<file path="src/rtl/uart_word_rx.sv">
// UART 8N1 receiver that packs four bytes (little-endian) into a 32-bit valid/ready word.
// Define UART_PARITY_EN for 8E1 frames with a PARITY state and a sticky parity_err output.
//
// state  | meaning
// IDLE   | waiting for a falling edge on synchronised rx; timeout runs here
// START  | half-bit wait, then confirm the start bit is still low
// DATA   | eight LSB-first data samples, one per bit period
// PARITY | even-parity sample (UART_PARITY_EN only)
// STOP   | stop-bit sample; accept byte or flag a framing error
module uart_word_rx #(
    parameter int CLKS_PER_BIT = 87,
    parameter int TIMEOUT_BITS = 40
) (
    input  logic        clk,
    input  logic        rst_n,
    input  logic        rx,
    input  logic        word_ready,
    input  logic        clr_status,
    output logic [31:0] word_data,
    output logic        word_valid,
    output logic [1:0]  byte_cnt,
    output logic        rx_busy,
    output logic        frame_err,
    output logic        overrun
`ifdef UART_PARITY_EN
    ,
    output logic        parity_err
`endif
);

    localparam int BAUD_W    = $clog2(CLKS_PER_BIT + 1);
    localparam int TO_CYCLES = TIMEOUT_BITS * CLKS_PER_BIT;
    localparam int TO_W      = $clog2(TO_CYCLES + 1);

    localparam logic [BAUD_W-1:0] BAUD_FULL = BAUD_W'(CLKS_PER_BIT);
    localparam logic [BAUD_W-1:0] BAUD_HALF = BAUD_W'(CLKS_PER_BIT / 2);
    localparam logic [BAUD_W-1:0] BAUD_ONE  = BAUD_W'(1);
    localparam logic [TO_W-1:0]   TO_LOAD   = TO_W'(TO_CYCLES);
    localparam logic [TO_W-1:0]   TO_ONE    = TO_W'(1);

    typedef enum logic [2:0] {
        IDLE,
        START,
        DATA,
`ifdef UART_PARITY_EN
        PARITY,
`endif
        STOP
    } state_t;

    state_t state, state_nxt;

    logic              rx_meta, rx_sync, rx_prev;
    logic [BAUD_W-1:0] baud_cnt;
    logic [2:0]        bit_cnt;
    logic [7:0]        shift_reg;
    logic [TO_W-1:0]   to_cnt;
    logic [31:0]       asm_word;
    logic              word_pending;

    logic start_edge, baud_done, stop_sample, byte_ok, frame_bad;
    logic to_run, timeout_hit, load_ok;

`ifdef UART_PARITY_EN
    logic par_bad;
    logic par_sample;
`endif

    // Synchroniser presets high so reset release never looks like a start edge
    always_ff @(posedge clk or negedge rst_n) begin
        if (!rst_n) begin
            rx_meta <= 1'b1;
            rx_sync <= 1'b1;
            rx_prev <= 1'b1;
        end else begin
            rx_meta <= rx;
            rx_sync <= rx_meta;
            rx_prev <= rx_sync;
        end
    end

    assign start_edge  = rx_prev & ~rx_sync;
    assign baud_done   = (baud_cnt <= BAUD_ONE);
    assign stop_sample = (state == STOP) && baud_done;
    assign frame_bad   = stop_sample && !rx_sync;
`ifdef UART_PARITY_EN
    assign par_sample  = (state == PARITY) && baud_done;
    assign byte_ok     = stop_sample && rx_sync && !par_bad;
`else
    assign byte_ok     = stop_sample && rx_sync;
`endif
    assign to_run      = (state == IDLE) && (byte_cnt != 2'd0);
    assign timeout_hit = to_run && !start_edge && (to_cnt <= TO_ONE);
    assign load_ok     = word_pending && (!word_valid || word_ready);
    assign rx_busy     = (state != IDLE);

    always_ff @(posedge clk or negedge rst_n) begin
        if (!rst_n) state <= IDLE;
        else        state <= state_nxt;
    end

    always_comb begin
        state_nxt = state;
        case (state)
            IDLE:   if (start_edge) state_nxt = START;
            START:  if (baud_done) state_nxt = rx_sync ? IDLE : DATA;
`ifdef UART_PARITY_EN
            DATA:   if (baud_done && bit_cnt == 3'd7) state_nxt = PARITY;
            PARITY: if (baud_done) state_nxt = STOP;
`else
            DATA:   if (baud_done && bit_cnt == 3'd7) state_nxt = STOP;
`endif
            STOP:   if (baud_done) state_nxt = IDLE;
            default: state_nxt = IDLE;
        endcase
    end

    always_ff @(posedge clk or negedge rst_n) begin
        if (!rst_n) begin
            baud_cnt  <= '0;
            bit_cnt   <= '0;
            shift_reg <= '0;
        end else begin
            if (state == IDLE) begin
                if (start_edge) baud_cnt <= BAUD_HALF;
            end else if (baud_done) begin
                baud_cnt <= BAUD_FULL;
            end else begin
                baud_cnt <= baud_cnt - BAUD_ONE;
            end
            if (state == DATA && baud_done) begin
                shift_reg <= {rx_sync, shift_reg[7:1]};
                bit_cnt   <= (bit_cnt == 3'd7) ? 3'd0 : bit_cnt + 3'd1;
            end
        end
    end

`ifdef UART_PARITY_EN
    always_ff @(posedge clk or negedge rst_n) begin
        if (!rst_n) begin
            par_bad    <= 1'b0;
            parity_err <= 1'b0;
        end else begin
            if (state == IDLE && start_edge) par_bad <= 1'b0;
            else if (par_sample)             par_bad <= ^{shift_reg, rx_sync};
            if (par_sample && (^{shift_reg, rx_sync})) parity_err <= 1'b1;
            else if (clr_status)                       parity_err <= 1'b0;
        end
    end
`endif

    // Partial-word assembly and idle timeout
    always_ff @(posedge clk or negedge rst_n) begin
        if (!rst_n) begin
            byte_cnt     <= 2'd0;
            asm_word     <= '0;
            word_pending <= 1'b0;
            to_cnt       <= '0;
        end else begin
            word_pending <= byte_ok && (byte_cnt == 2'd3);
            if (byte_ok) begin
                asm_word[{byte_cnt, 3'b000} +: 8] <= shift_reg;
                byte_cnt <= byte_cnt + 2'd1;
            end else if (timeout_hit) begin
                byte_cnt <= 2'd0;
            end
            if (state == IDLE && start_edge) to_cnt <= TO_LOAD;
            else if (to_run)                 to_cnt <= (to_cnt <= TO_ONE) ? '0 : to_cnt - TO_ONE;
        end
    end

    always_ff @(posedge clk or negedge rst_n) begin
        if (!rst_n) begin
            word_data  <= '0;
            word_valid <= 1'b0;
            frame_err  <= 1'b0;
            overrun    <= 1'b0;
        end else begin
            if (load_ok) begin
                word_data  <= asm_word;
                word_valid <= 1'b1;
            end else if (word_valid && word_ready) begin
                word_valid <= 1'b0;
            end
            if (word_pending && !load_ok) overrun <= 1'b1;
            else if (clr_status)          overrun <= 1'b0;
            if (frame_bad)       frame_err <= 1'b1;
            else if (clr_status) frame_err <= 1'b0;
        end
    end

endmodule

</file>
<file path="config.mk">
export PLATFORM = sky130hd
export DESIGN_NAME = uart_word_rx
export DESIGN_NICKNAME = d
export VERILOG_FILES = /design/src/rtl/uart_word_rx.sv
export SDC_FILE = /design/constraint.sdc
export NUM_CORES = 1
export LEC_CHECK = 0
export ABC_AREA = 1
export BUFFER_PORTS_ARGS = -buffer_cell sky130_fd_sc_hd__buf_4
export CAP_MARGIN = 20
export CORE_AREA = 2 2 128 130
export CTS_CLUSTER_SIZE = 24
export DETAILED_ROUTE_END_ITERATION = 8
export DIE_AREA = 0 0 130 132
export PLACE_DENSITY = 0.59
export SLEW_MARGIN = 15
export SYNTH_ARGS = -nofsm -noshare
export SYNTH_HDL_FRONTEND = slang
export SYNTH_SLANG_ARGS = --single-unit
</file>
<file path="constraint.sdc">
create_clock -name clk -period 2.5 [get_ports clk]
set_input_delay 0.5 -clock clk [delete_from_list [all_inputs] [get_ports clk]]
set_output_delay 0.5 -clock clk [all_outputs]
set_load 0.02 [all_outputs]
</file>
==> run summary <==
Worst Reg-to-Reg Cells = 7
total length of routed wires = 10700 um
worst-case setup margin in the final layout = 0.350 ns
residual overflow from global routing = 0
Synth Register Bits = 105
share of synthesized area occupied by flip-flops and latches = 52.9%
post-synth top area share = 51.3%
worst skew pair latency = 0.34 ns
height of the chip = 132 um
NetSw = 1650 uW
largest registers = asm_word (32), word_data (32), to_cnt (12)
max-cap violations = 0
arrival time of the worst setup path = 2.43 ns
count of final hold-check violations = 0
# Post-CTS Setup Buffers = 0
number of antenna violations at the first check in global routing = 0
top post-synthesis cells by area = sky130_fd_sc_hd__dfrtp_1 51%, sky130_fd_sc_hd__nand2_1 10%, sky130_fd_sc_hd__mux2_2 7.2%, sky130_fd_sc_hd__nand4_1 4.3%, sky130_fd_sc_hd__nor2_1 3.5%
run status = finished clean
mean cell area of the mapped netlist = 9.38 sq um
library cell occupying the most area in the post-synthesis netlist = sky130_fd_sc_hd__dfrtp_1
CTS clk-pin slew, worst paths = 0.07 ns
detailed-placement wirelength estimate = 7720 um
most repeated cell in the gate-level netlist after synthesis = sky130_fd_sc_hd__nand2_1
depth of the CTS H-tree = 3
share of the core filled with cells = 37.2%
top flip-flop cell by instance count after synthesis = sky130_fd_sc_hd__dfrtp_1
number of DRC markers in iteration 0 = 218
Layout Area Growth over Synthesis = 17.5%
clock sink total = 105
final weighted congestion in routability-driven placement = 0.879
number of iterations in the first detailed-routing pass = 4
number of buffers inserted for hold repair after clock tree synthesis = 0
I/O pin count = 43
pin count of the biggest net entering global routing = 59
TritonCTS Buffers = 9
delay of the slowest critical-path stage = 0.60 ns
power share of the clock group = 33.5%
standard cell with the maximum stage delay on the critical path = sky130_fd_sc_hd__dfrtp_1
worst clock skew on the final layout = 0.00848 ns
Die ar. = 17200 sq um
first-pass GRT wire length = 18300 um
Via Count = 3691
capturing element type of the critical path = flip-flop
Final ANT Viol Nets = 0
number of different library cells in the post-synthesis netlist = 34
Finished Layout Cells = 788
number of input and output port buffers inserted = 42
number of flops mapped to enable cells by yosys = 0
setup TNS after final layout = 0 ns
Pwr Density = 836 nW/um^2
Total Nets Final = 583
switching portion of total power = 33.7%
vias in the first global route = 3664
Seq pwr share = 42.4%
most frequent cells after synthesis = 134 x sky130_fd_sc_hd__nand2_1, 102 x sky130_fd_sc_hd__dfrtp_1, 47 x sky130_fd_sc_hd__nor2_1
global router's overall resource usage = 13.3%
placeable core region = 15700 sq um
setup repair after global routing missed its margin = no
Slew Limit Headroom = 65.3%
number of remaining DRC errors = 0
Final Cycle Share = 86.0%
Req. time, crit path = 2.78 ns
placed insts = 772
cell leakage power = 0.00295 uW
Logic pwr share = 24.1%
cell count after synthesis = 530
VDD IR-drop max = 0.000350 V
maximum frequency from static timing analysis = 0.465 GHz
fill cell count = 1526
layout cell share with drive strength beyond 1 = 22.2%
initial cell density of the core = 31.7%
class of the most critical setup path = flip-flop to flip-flop
path class of the lowest-slack min-delay path = input port to async pin
horizontal extent of the die = 130 um
post-DR vias/cell = 4.68
number of buffers on the longest clock path = 2
number of instances resized during post-cts repair = 0
Syn Nets = 546
Final Setup Violations = 0
Clock Tree Root = sky130_fd_sc_hd__clkbuf_16
worst slack at placement = 0.437 ns
clock tree from TritonCTS = done
Synth async-reset ratio = 100%
Tightest Pin Transition = 0.521 ns
final slew viol count = 0
internal power = 3240 uW
CP Launch Type = flip-flop
maximum fanout encountered on the critical timing path = 16
Cell Rows = 46
crit path cell chain = inv_1 > ha_1 > inv_2 > nand3_1 > nor2_1 > nand4_1 > nand2_1
number of antenna cells inserted = 0
clock period minus final worst setup slack = 2.15 ns
routed len/inst = 13.6 um
Yosys warning count = 0
Synth Cell Area = 4970 sq um
## power by group through the flow
stage / Sequential (uW) / Clock [uW] / Combinational [uW]
CTS: 2070 / 1680 / 1180
floorplan: 2050 / 0 / 938
global placement: 2090 / 0 / 1140
detailed placement: 2100 / 0 / 1180
finish: 2070 / 1640 / 1180
global route: 2100 / 1760 / 1350
## placed cells by master, fill, tap and decap left out, types with 2 or more instances in the layout
cell type,netlist,final
sky130_fd_sc_hd__nor2_4,5,5
sky130_fd_sc_hd__ha_1,11,11
sky130_fd_sc_hd__o22ai_1,2,2
sky130_fd_sc_hd__buf_4,1,46
sky130_fd_sc_hd__nand2_1,134,134
sky130_fd_sc_hd__nor3_1,18,18
sky130_fd_sc_hd__a21oi_1,8,8
sky130_fd_sc_hd__nand4_1,34,34
sky130_fd_sc_hd__mux2_2,32,32
sky130_fd_sc_hd__clkbuf_16,0,9
sky130_fd_sc_hd__o21ai_1,11,11
sky130_fd_sc_hd__dfrtp_1,102,102
sky130_fd_sc_hd__bufinv_16,0,3
sky130_fd_sc_hd__inv_6,0,2
sky130_fd_sc_hd__nand4_2,4,4
sky130_fd_sc_hd__nand2_2,2,2
sky130_fd_sc_hd__or2_2,2,2
sky130_fd_sc_hd__nor2_2,2,2
sky130_fd_sc_hd__nor2_8,2,2
sky130_fd_sc_hd__inv_1,37,37
sky130_fd_sc_hd__nor2_1,47,47
sky130_fd_sc_hd__nand3_2,3,3
sky130_fd_sc_hd__inv_2,6,6
sky130_fd_sc_hd__xor2_1,4,4
sky130_fd_sc_hd__nand3_1,18,18
sky130_fd_sc_hd__o21ai_0,15,15
sky130_fd_sc_hd__dfstp_2,3,3
## logic make-up after synthesis
kind of cell / Yosys count / share of synthesized area [%]
fa+ha+maj: 11 / 2.77
simple gates: 274 / 26.3
compound gates: 40 / 4.45
mux: 32 / 7.25
xor+xnor: 4 / 0.704
buf+inv: 64 / 5.58
flops: 105 / 52.9
## final cells by class
cell class              instances  area [sq um]  share of cell area [%]
flip-flops and latches        105          2630                    45.0
multi-input cells             361          2060                    35.3
repair buffers                 47           365                    6.25
well taps                     216           270                    4.62
clock buffers                  10           239                    4.09
inverters                      43           161                    2.76
clock inverters                 6           113                    1.93
## routing by layer
layer  vias to the layer above  share of wire, %  GRT usage (%)
met5                         -                 0              0
met4                         0               1.4           3.76
met3                        11               4.8           3.69
met2                        76                47           21.0
met1                      1776                47           17.8
li1                       1828                 -              -
## worst max-delay path: cells and delay by family, from the launching register on
family | cells | cell delay [ns]
fa+ha+maj | 1 | 0.42
buf+inv | 2 | 0.47
flops | 1 | 0.60
simple gates | 4 | 0.60
## metrics by stage
| step | power (uW) | hold slack, ns | cell area (sq um) |
|---|---|---|---|
| floorplan | 2990 | 0.204 | 4970 |
| global placement | 3230 | 0.347 | 5490 |
| detailed placement | 3280 | 0.348 | 5490 |
| CTS | 4930 | 0.0529 | 5840 |
| global route | 5200 | 0.0524 | 5840 |
| finish | 4890 | 0.0480 | 5840 |
## final timing paths
| check | start | to | slack [ns] |
|---|---|---|---|
| min in group clk | rx | rx_meta | 0.27 |
| worst min-delay path | rst_n | baud_cnt[4] | 0.05 |
| worst max register to register | byte_cnt[0] | asm_word[14] | 0.35 |
| worst min register to register | rx_meta | rx_sync | 0.36 |
| max in group asynchronous | rst_n | rx_sync | 1.75 |
| worst max-delay path | byte_cnt[0] | asm_word[14] | 0.35 |
No activity file was read; power rests on OpenSTA's default activity.
